<file path="src/rtl/seq_divider_pkg.sv">
// seq_divider_pkg
//   Shared definitions for the sequential restoring divider.
//   - N_DEF   : default divisor/remainder width (dividend/quotient are 2*N_DEF)
//   - state_t : controller states IDLE (ready for operands), CALC (iterating),
//               DONE (result presented, waiting for the consumer)
package seq_divider_pkg;

  localparam int N_DEF = 4;

  typedef enum logic [1:0] {
    IDLE = 2'd0,
    CALC = 2'd1,
    DONE = 2'd2
  } state_t;

endpackage

</file>
<file path="src/rtl/seq_divider_div_step.sv">
// div_step
//   One combinational restoring-division iteration.  The partial remainder is
//   shifted left with the next dividend bit appended, giving an N+1 bit trial
//   value.  If the trial is >= divisor it is reduced by the divisor and the
//   quotient bit is 1; otherwise it passes through and the quotient bit is 0.
// Ports
//   rem_in   in  N    partial remainder from the previous iteration (< divisor)
//   bit_in   in  1    next dividend bit, MSB first
//   divisor  in  N    denominator (non-zero whenever this result is used)
//   rem_out  out N    updated partial remainder (< divisor)
//   q_bit    out 1    quotient bit produced by this iteration
module div_step
  import seq_divider_pkg::*;
#(
  parameter int N = N_DEF
) (
  input  logic [N-1:0] rem_in,
  input  logic         bit_in,
  input  logic [N-1:0] divisor,
  output logic [N-1:0] rem_out,
  output logic         q_bit
);

  logic [N:0]   trial;
  logic [N-1:0] diff;

  always_comb begin
    trial   = {rem_in, bit_in};
    q_bit   = (trial >= {1'b0, divisor});
    // When the subtraction is taken the true difference is below the divisor,
    // so the low N bits of the modular difference are exact.
    diff    = trial[N-1:0] - divisor;
    rem_out = q_bit ? diff : trial[N-1:0];
  end

endmodule

</file>
<file path="src/rtl/seq_divider.sv">
// seq_divider
//   Multi-cycle unsigned restoring divider.  Takes a 2N-bit dividend and an
//   N-bit divisor over valid/ready and returns a 2N-bit quotient and N-bit
//   remainder over valid/ready, one quotient bit per clock, MSB first.
//   Handshake: a transfer happens on a rising edge where valid and ready are
//   both high; a producer holds valid and data until that edge, a consumer
//   may drop ready at any time and the producer keeps its outputs stable.
//   Latency: out_valid rises 2N edges after the accepting edge; a zero
//   divisor skips the iterations and its result is registered by the
//   accepting edge itself.
// Ports
//   clk, rst_n          clock (rising edge), asynchronous active-low reset
//   in_valid/in_ready   operand handshake; in_ready is high only in IDLE
//   dividend [2N]       numerator
//   divisor  [N]        denominator
//   out_valid/out_ready result handshake
//   quotient [2N]       dividend / divisor (all ones when divisor == 0)
//   remainder [N]       dividend % divisor (dividend[N-1:0] when divisor == 0)
//   div_by_zero         result came from a zero divisor
//   chk_err             only with SEQ_DIVIDER_SELFCHECK_EN defined: set on
//                       entry to DONE when quotient*divisor+remainder differs
//                       from the dividend; cleared when the result is drained
module seq_divider
  import seq_divider_pkg::*;
#(
  parameter int N = N_DEF
) (
  input  logic           clk,
  input  logic           rst_n,
  input  logic           in_valid,
  output logic           in_ready,
  input  logic [2*N-1:0] dividend,
  input  logic [N-1:0]   divisor,
  output logic           out_valid,
  input  logic           out_ready,
  output logic [2*N-1:0] quotient,
  output logic [N-1:0]   remainder,
  output logic           div_by_zero
`ifdef SEQ_DIVIDER_SELFCHECK_EN
  ,
  output logic           chk_err
`endif
);

  localparam int CW = (2 * N > 1) ? $clog2(2 * N) : 1;
  localparam logic [CW-1:0] LAST = CW'(2 * N - 1);

  state_t         state;
  logic [CW-1:0]  cnt;
  logic [2*N-1:0] shift_q;   // dividend bits still to consume, MSB first
  logic [N-1:0]   div_q;     // latched divisor
  logic [N-1:0]   rem_q;     // partial remainder
  logic [2*N-2:0] quo_q;     // quotient bits gathered so far

  logic [N-1:0]   step_rem;
  logic           step_q;
  logic [2*N-1:0] next_quo;

  div_step #(.N(N)) u_step (
    .rem_in  (rem_q),
    .bit_in  (shift_q[2*N-1]),
    .divisor (div_q),
    .rem_out (step_rem),
    .q_bit   (step_q)
  );

  assign next_quo = {quo_q, step_q};
  assign in_ready = (state == IDLE);

`ifdef SEQ_DIVIDER_SELFCHECK_EN
  localparam int PW = 3 * N;
  logic [2*N-1:0] orig_q;    // untouched copy of the dividend for the check
  logic [PW-1:0]  recon;
  logic           chk_next;

  assign recon    = PW'(next_quo) * PW'(div_q) + PW'(step_rem);
  assign chk_next = (recon != PW'(orig_q));
`endif

  always_ff @(posedge clk or negedge rst_n) begin
    if (!rst_n) begin
      state       <= IDLE;
      cnt         <= '0;
      shift_q     <= '0;
      div_q       <= '0;
      rem_q       <= '0;
      quo_q       <= '0;
      out_valid   <= 1'b0;
      quotient    <= '0;
      remainder   <= '0;
      div_by_zero <= 1'b0;
`ifdef SEQ_DIVIDER_SELFCHECK_EN
      orig_q      <= '0;
      chk_err     <= 1'b0;
`endif
    end else begin
      case (state)
        IDLE: begin
          if (in_valid) begin
            shift_q <= dividend;
            div_q   <= divisor;
            rem_q   <= '0;
            quo_q   <= '0;
            cnt     <= '0;
`ifdef SEQ_DIVIDER_SELFCHECK_EN
            orig_q  <= dividend;
            chk_err <= 1'b0;
`endif
            if (divisor == '0) begin
              state       <= DONE;
              out_valid   <= 1'b1;
              quotient    <= '1;
              remainder   <= dividend[N-1:0];
              div_by_zero <= 1'b1;
            end else begin
              state <= CALC;
            end
          end
        end
        CALC: begin
          rem_q   <= step_rem;
          quo_q   <= next_quo[2*N-2:0];
          shift_q <= {shift_q[2*N-2:0], 1'b0};
          cnt     <= cnt + CW'(1);
          if (cnt == LAST) begin
            state       <= DONE;
            out_valid   <= 1'b1;
            quotient    <= next_quo;
            remainder   <= step_rem;
            div_by_zero <= 1'b0;
`ifdef SEQ_DIVIDER_SELFCHECK_EN
            chk_err     <= chk_next;
`endif
          end
        end
        DONE: begin
          // Outputs other than out_valid keep their value after the drain.
          if (out_ready) begin
            state     <= IDLE;
            out_valid <= 1'b0;
`ifdef SEQ_DIVIDER_SELFCHECK_EN
            chk_err   <= 1'b0;
`endif
          end
        end
        default: begin
          state     <= IDLE;
          out_valid <= 1'b0;
        end
      endcase
    end
  end

endmodule

</file>
<file path="config.mk">
export PLATFORM = sky130hd
export DESIGN_NAME = seq_divider
export DESIGN_NICKNAME = d
export VERILOG_FILES = /design/src/rtl/seq_divider_pkg.sv /design/src/rtl/seq_divider_div_step.sv /design/src/rtl/seq_divider.sv
export SDC_FILE = /design/constraint.sdc
export NUM_CORES = 1
export LEC_CHECK = 0
export BUFFER_PORTS_ARGS = -buffer_cell sky130_fd_sc_hd__buf_4
export CAP_MARGIN = 20
export CORE_AREA = 2 2 66 68
export CTS_CLUSTER_DIAMETER = 40
export DETAILED_ROUTE_END_ITERATION = 8
export DIE_AREA = 0 0 68 70
export GPL_TIMING_DRIVEN = 0
export PLACE_DENSITY = 0.71
export SETUP_SLACK_MARGIN = 0.1
export SLEW_MARGIN = 20
export SYNTH_ARGS = -nofsm -noshare
export SYNTH_HDL_FRONTEND = slang
export SYNTH_SLANG_ARGS = --single-unit
</file>
<file path="constraint.sdc">
create_clock -name clk -period 3.42 [get_ports clk]
set_clock_uncertainty 0.2 [all_clocks]
set_input_delay 0.342 -clock clk [delete_from_list [all_inputs] [get_ports clk]]
set_output_delay 0.342 -clock clk [all_outputs]
set_load 0.05 [all_outputs]
</file>
== After elaboration in Yosys (flattened, before gate mapping) ==
Cells that the tools add are included.
Storage, ports and cells
  register bits: 42
  output and inout port bits: 15
  word-level logic and storage cells: 57
Operators by class
  add/subtract/negate cells: 2
  equality and inequality tests: 7
  muxes and demuxes: 29
  reductions and logical operators: 8
  magnitude comparators: 1
Operator list (count)
  $mux 8: 4
  $pmux 8 s2: 2
  $mux 4: 5
  $pmux 4 s2: 2
  $pmux 7 s2: 1
  $mux 2: 4
  $reduce_and 4->1: 2
  $mux 7: 1
  $ne 2x2->1 const B: 3
  $pmux 2 s3: 1
  $pmux 3 s2: 1
  $ge 5x4->1: 1
  $mux 1: 5
  $logic_not 4->1: 1
  $reduce_and 2->1: 2
  $sub 4x4->4: 1
  $add 3x1->3 const B: 1
  $eq 3x3->1 const B: 1
  $mux 3: 1
  $pmux 1 s3: 1
  $reduce_and 3->1: 1
  $eq 2x1->1 const B: 1
  $eq 2x2->1 const B: 1
  $logic_not 2->1: 1
  3 further kinds: 3

== Logic depth before layout (Yosys ltp) ==
  depth in word-level cells: 4
  mapped depth: 8
  depth with buffers taken out: 8

== Cells and area by module ==
Synthesis repeated with hierarchy kept, for this count alone.
Unflattened totals
  cells, all modules: 199
  area total of the unflattened synthesis: 2113.3 um^2
Modules (own cells, without submodules)
  seq_divider: seq. area each 1051.0 um^2, area an instance 1889.3 um^2, cells each 171, instances 1
  div_step: seq. area each 0.0 um^2, area an instance 224.0 um^2, cells each 28, instances 1

== Worst setup path after synthesis ==
No wires, ideal clock.
  path kind: flip-flop to flip-flop
  start point: register state[0]
  end point: register div_q[0]
  library setup time: 0.125 ns
  cell stages (with the launch flop): 5
  path buffers: 1
  data arrival time: 1.889 ns
  clock period less this slack: 2.213 ns
  slack: 1.207 ns
  cell sequence: dfrtp_1 > nor2_1 > and2_0 > clkbuf_1 > mux2_2
On the way
  word-level cells in the longest chain between the ends: 2
Ends and longest elaborated chain
  start: declaration: line seq_divider.sv:48  | state_t state;
  start signal: assignment: line seq_divider.sv:82  | state <= IDLE;
  start signal: assignment: line seq_divider.sv:110  | state <= DONE;
  start signal: assignment: line seq_divider.sv:116  | state <= CALC;
  $logic_not 2->1
  named net in_ready: line seq_divider.sv:31  | output logic in_ready,
  $reduce_and 2->1 (no source line)
  end signal: assignment: line seq_divider.sv:101  | div_q <= divisor;
  end: declaration: line seq_divider.sv:51  | logic [N-1:0] div_q;
The timed path passes the listed nets, and every way through them passes these cells.
A chain may end at the register's enable or synchronous reset.

== Final worst setup path ==
  start point: register shift_q[7]
  end point: register remainder[2]
On the way
  word-level cells in the longest chain between the ends: 4
  elaborated cells on any way between the ends: 5
Ends and longest elaborated chain
  start: declaration: line seq_divider.sv:50  | logic [2*N-1:0] shift_q;
  start signal: assignment: line seq_divider.sv:100  | shift_q <= dividend;
  start signal: assignment: line seq_divider.sv:123  | shift_q <= {shift_q[2*N-2:0], 1'b0};
  $sub 4x4->4 or $ge 5x4->1 (tied branches): line seq_divider_div_step.sv:32, seq_divider_div_step.sv:29
  $mux 4 *: line seq_divider_div_step.sv:33  | rem_out = q_bit ? diff : trial[N-1:0];
  $mux 4 *: line seq_divider.sv:125  | if (cnt == LAST) begin
  $pmux 4 s2 *: line seq_divider.sv:97  | case (state)
  end signal: assignment: line seq_divider.sv:113  | remainder <= dividend[N-1:0];
  end signal: assignment: line seq_divider.sv:129  | remainder <= step_rem;
  end: declaration: line seq_divider.sv:37  | output logic [N-1:0] remainder,
Every way passes the cells marked *; elsewhere a longest branch is shown, timed or not. The select of a mux whose other input is x is not followed.

==> results.sh <==
export IMPL_synthesis_nets=200
export IMPL_avgSynthCellArea_um2=10.8
export IMPL_setup_worst_path_start="shift_q[7]$_DFFE_PN0P_"
export IMPL_pwr_share_seq_pct=34.1
export IMPL_synth_area_leaders="dfrtp_1 (55%), nand2_1 (6.1%), a22o_1 (4.6%)"
export IMPL_final_cells=267
export IMPL_grt_usage_pct=19.0
export IMPL_yosysTopAreaCellShare_pct=54.8
export IMPL_r2r_cells=7
export IMPL_max_cap_violations=0
export IMPL_avgViaCountPerCell=5.28
export IMPL_route_met3_wl_um=179
export IMPL_layout_drive_gt1_share_pct=22.8
export IMPL_met2WireLength_um=1750
export IMPL_setup_viol_count_final=0
export IMPL_pre_cts_slack_ps=1260
export IMPL_drt_pass1_iterations=4
export IMPL_clock_sinks=42
export IMPL_wl_um=3770
export IMPL_grt_max_degree=43
export IMPL_utilization_pct=56.2
export IMPL_ys_seq_elements=42
export IMPL_place_gp_congestion=0.808
export IMPL_cp_end_kind="flip-flop"
export IMPL_switchingPower_mw=0.979
export IMPL_synthArstFlopShare_pct=100
export IMPL_startpoint_type="flip-flop"
export IMPL_vias=1411
export IMPL_yosysTopAreaCell="dfrtp_1"
export IMPL_wl_per_cell_um=14.1
export IMPL_htreeDepth=2
export IMPL_syn_inst=177
export IMPL_io_buffer_count=30
export IMPL_dp_cells=259
export IMPL_die_h_um=70
export IMPL_fin_ws_ps=1260
export IMPL_synth_warnings=0
export IMPL_report_final_slew_viol_count=0
export IMPL_antenna_found_initial=0
export IMPL_cts_root_buf="clkbuf_8"
export IMPL_tightest_slew_ps=553
export IMPL_dieWidth_um=68
export IMPL_min_path_cells=3
export IMPL_area_growth_syn_to_layout_pct=21.5
export IMPL_ys_dominant_reg_cell="dfrtp_1"
export IMPL_synth_commonest_cells="dfrtp_1 (42), nand2_1 (31), o21ai_0 (16)"
export IMPL_antenna_cells=0
export IMPL_r2r_slack_ps=1260
export IMPL_clock_power_share_pct=16.9
export IMPL_max_slew_margin_pct=62.9
export IMPL_grt_pass1_wl_um=6610
export IMPL_max_freq_mhz=463
export IMPL_grt_pass1_vias=1404
export IMPL_clock_path_buffers=2
export IMPL_top_layer="met4"
export IMPL_cp_max_fo=5
export IMPL_cts_tree="yes"
export IMPL_ys_seq_area_share_pct=54.8
export IMPL_power_internal_mw=1.36
export IMPL_met1_length_um=1790
export IMPL_p_comb_share_pct=48.9
export IMPL_hold_slack_ps=53.5
export IMPL_hold_start="divisor[3]"
export IMPL_fin_crit_ps=2160
export IMPL_status="complete, no violations"
export IMPL_yosysMostFrequentCell="dfrtp_1"
export IMPL_worstPathRequired_ps=3440
export IMPL_drtIter0Drc=94
export IMPL_hold_path_class="input port to flip-flop"
export IMPL_setup_tns_ps=0
export IMPL_num_io_pins=31
export IMPL_detail_route_antenna_nets=0
export IMPL_pwr_density_cell_nw_per_um2=1000
export IMPL_clk_pin_slew_worst_paths_ps=80
export IMPL_dieArea_um2=4760
export IMPL_core_um2=4140
export IMPL_p_sw_share_pct=41.9
export IMPL_cts_setup_buffers=0
export IMPL_synth_edf_count=0
export IMPL_crit_type="flip-flop to flip-flop"
export IMPL_final_hold_viol_count=0
export IMPL_gr_total_overflow=0
export IMPL_dp_hpwl_um=2690
export IMPL_num_rows=24
export IMPL_clock_latency_ps=300
export IMPL_nets=238
export IMPL_p_leak_nw=1.07
export IMPL_syn_area_um2=1920
export IMPL_grt_setup_unrepaired="false"
export IMPL_synth_cell_type_count=34
export IMPL_numCtsBuffers=5
export IMPL_drc=0
export IMPL_peakVddDrop_mv=0.376
export IMPL_r2r_start="shift_q[7]$_DFFE_PN0P_"
export IMPL_period_share_pct=63.1
export IMPL_initial_core_util_pct=46.3
export IMPL_critPathArrivalTime_ps=2180
critical path, cell delays in order (launching register included):
cell      delay (ps)
dfrtp_1          380
inv_1            100
ha_1             240
nand2b_1         140
a21oi_1          170
a22o_1           310
mux2_2           400
a31oi_1          130
layer usage:
metal | global-route usage [%] | vias up
li1 | - | 698
met1 | 25.6 | 680
met2 | 28.6 | 27
met3 | 6.28 | 6
met4 | 6.67 | 0
met5 | 0 | -
sequential cells by signal, indices dropped and copies added (netlist names):
name and cells:
state 2, rem_q 4, div_q 4, remainder 4, cnt 3, shift_q 8, out_valid 1, div_by_zero 1
quo_q 7, quotient 8
metrics by stage:
stage	cell area, um^2	power (mW)
after floorplan	1920	1.66
after global placement	2210	1.94
after detailed placement	2210	1.96
after CTS	2330	2.37
after global routing	2330	2.53
final	2330	2.34
final timing paths:
path	end
setup reg to reg	remainder[2]$_DFFE_PN0P_
max in group asynchronous	quotient[1]$_DFFE_PN0P_
setup / recovery	remainder[2]$_DFFE_PN0P_
min in group asynchronous	shift_q[2]$_DFFE_PN0P_
hold reg to reg	shift_q[1]$_DFFE_PN0P_
hold / removal	div_q[3]$_DFFE_PN0P_
cell usage in the layout (no fill, tap or decap):
cell type	instances
a21o_1	2
a21oi_1	4
a22o_1	10
a31oi_1	5
and2_0	1
and2b_1	1
buf_4	31
buf_6	2
bufinv_16	1
clkbuf_1	5
clkbuf_8	6
dfrtp_1	42
dlygate4sd3_1	1
fa_1	1
ha_1	6
inv_1	5
mux2_2	4
mux2i_1	6
nand2_1	31
nand2b_1	3
nand3_1	1
nor2_1	10
nor2_4	1
nor3_1	3
nor3_4	1
nor3b_1	1
nor4_1	1
o21a_1	1
o21ai_0	16
o21bai_1	1
o22a_1	5
o22a_2	2
o22ai_1	1
o31a_1	1
or2_2	1
or4_1	1
xor2_1	1
kinds of logic after synthesis:
family | synth area share, %
XOR/XNOR | 0.457
flip-flops | 54.8
buffers and inverters | 3.53
adder cells (fa/ha/maj) | 4.96
AND/OR/NAND/NOR | 13.6
multiplexers | 5.48
AO/OA/AOI/OAI | 17.1
power by group through the flow:
stage | logic (mW) | clock network [mW] | registers [mW]
floorplan | 0.726 | 0 | 0.931
global placement | 1.14 | 0 | 0.805
detailed placement | 1.15 | 0 | 0.809
CTS | 1.16 | 0.408 | 0.801
global route | 1.28 | 0.431 | 0.824
finish | 1.14 | 0.396 | 0.799
timing repair:
action                                 in CTS  in global routing
endpoints found under the hold margin      42                  0
hold buffers                                1                  0
gates resized for setup                     0                  0
final cells by class:
cell class / count / area (um^2)
inverters: 5 / 18.8
clock buffers: 6 / 82.6
fillers: 395 / 1810
clock inverters: 1 / 30.0
flip-flops and latches: 42 / 1050
multi-input cells: 122 / 798
plain buffers: 8 / 48.8
repair buffers: 31 / 235
well taps: 52 / 65.1
Note: power is estimated with default switching activity, not from simulation.
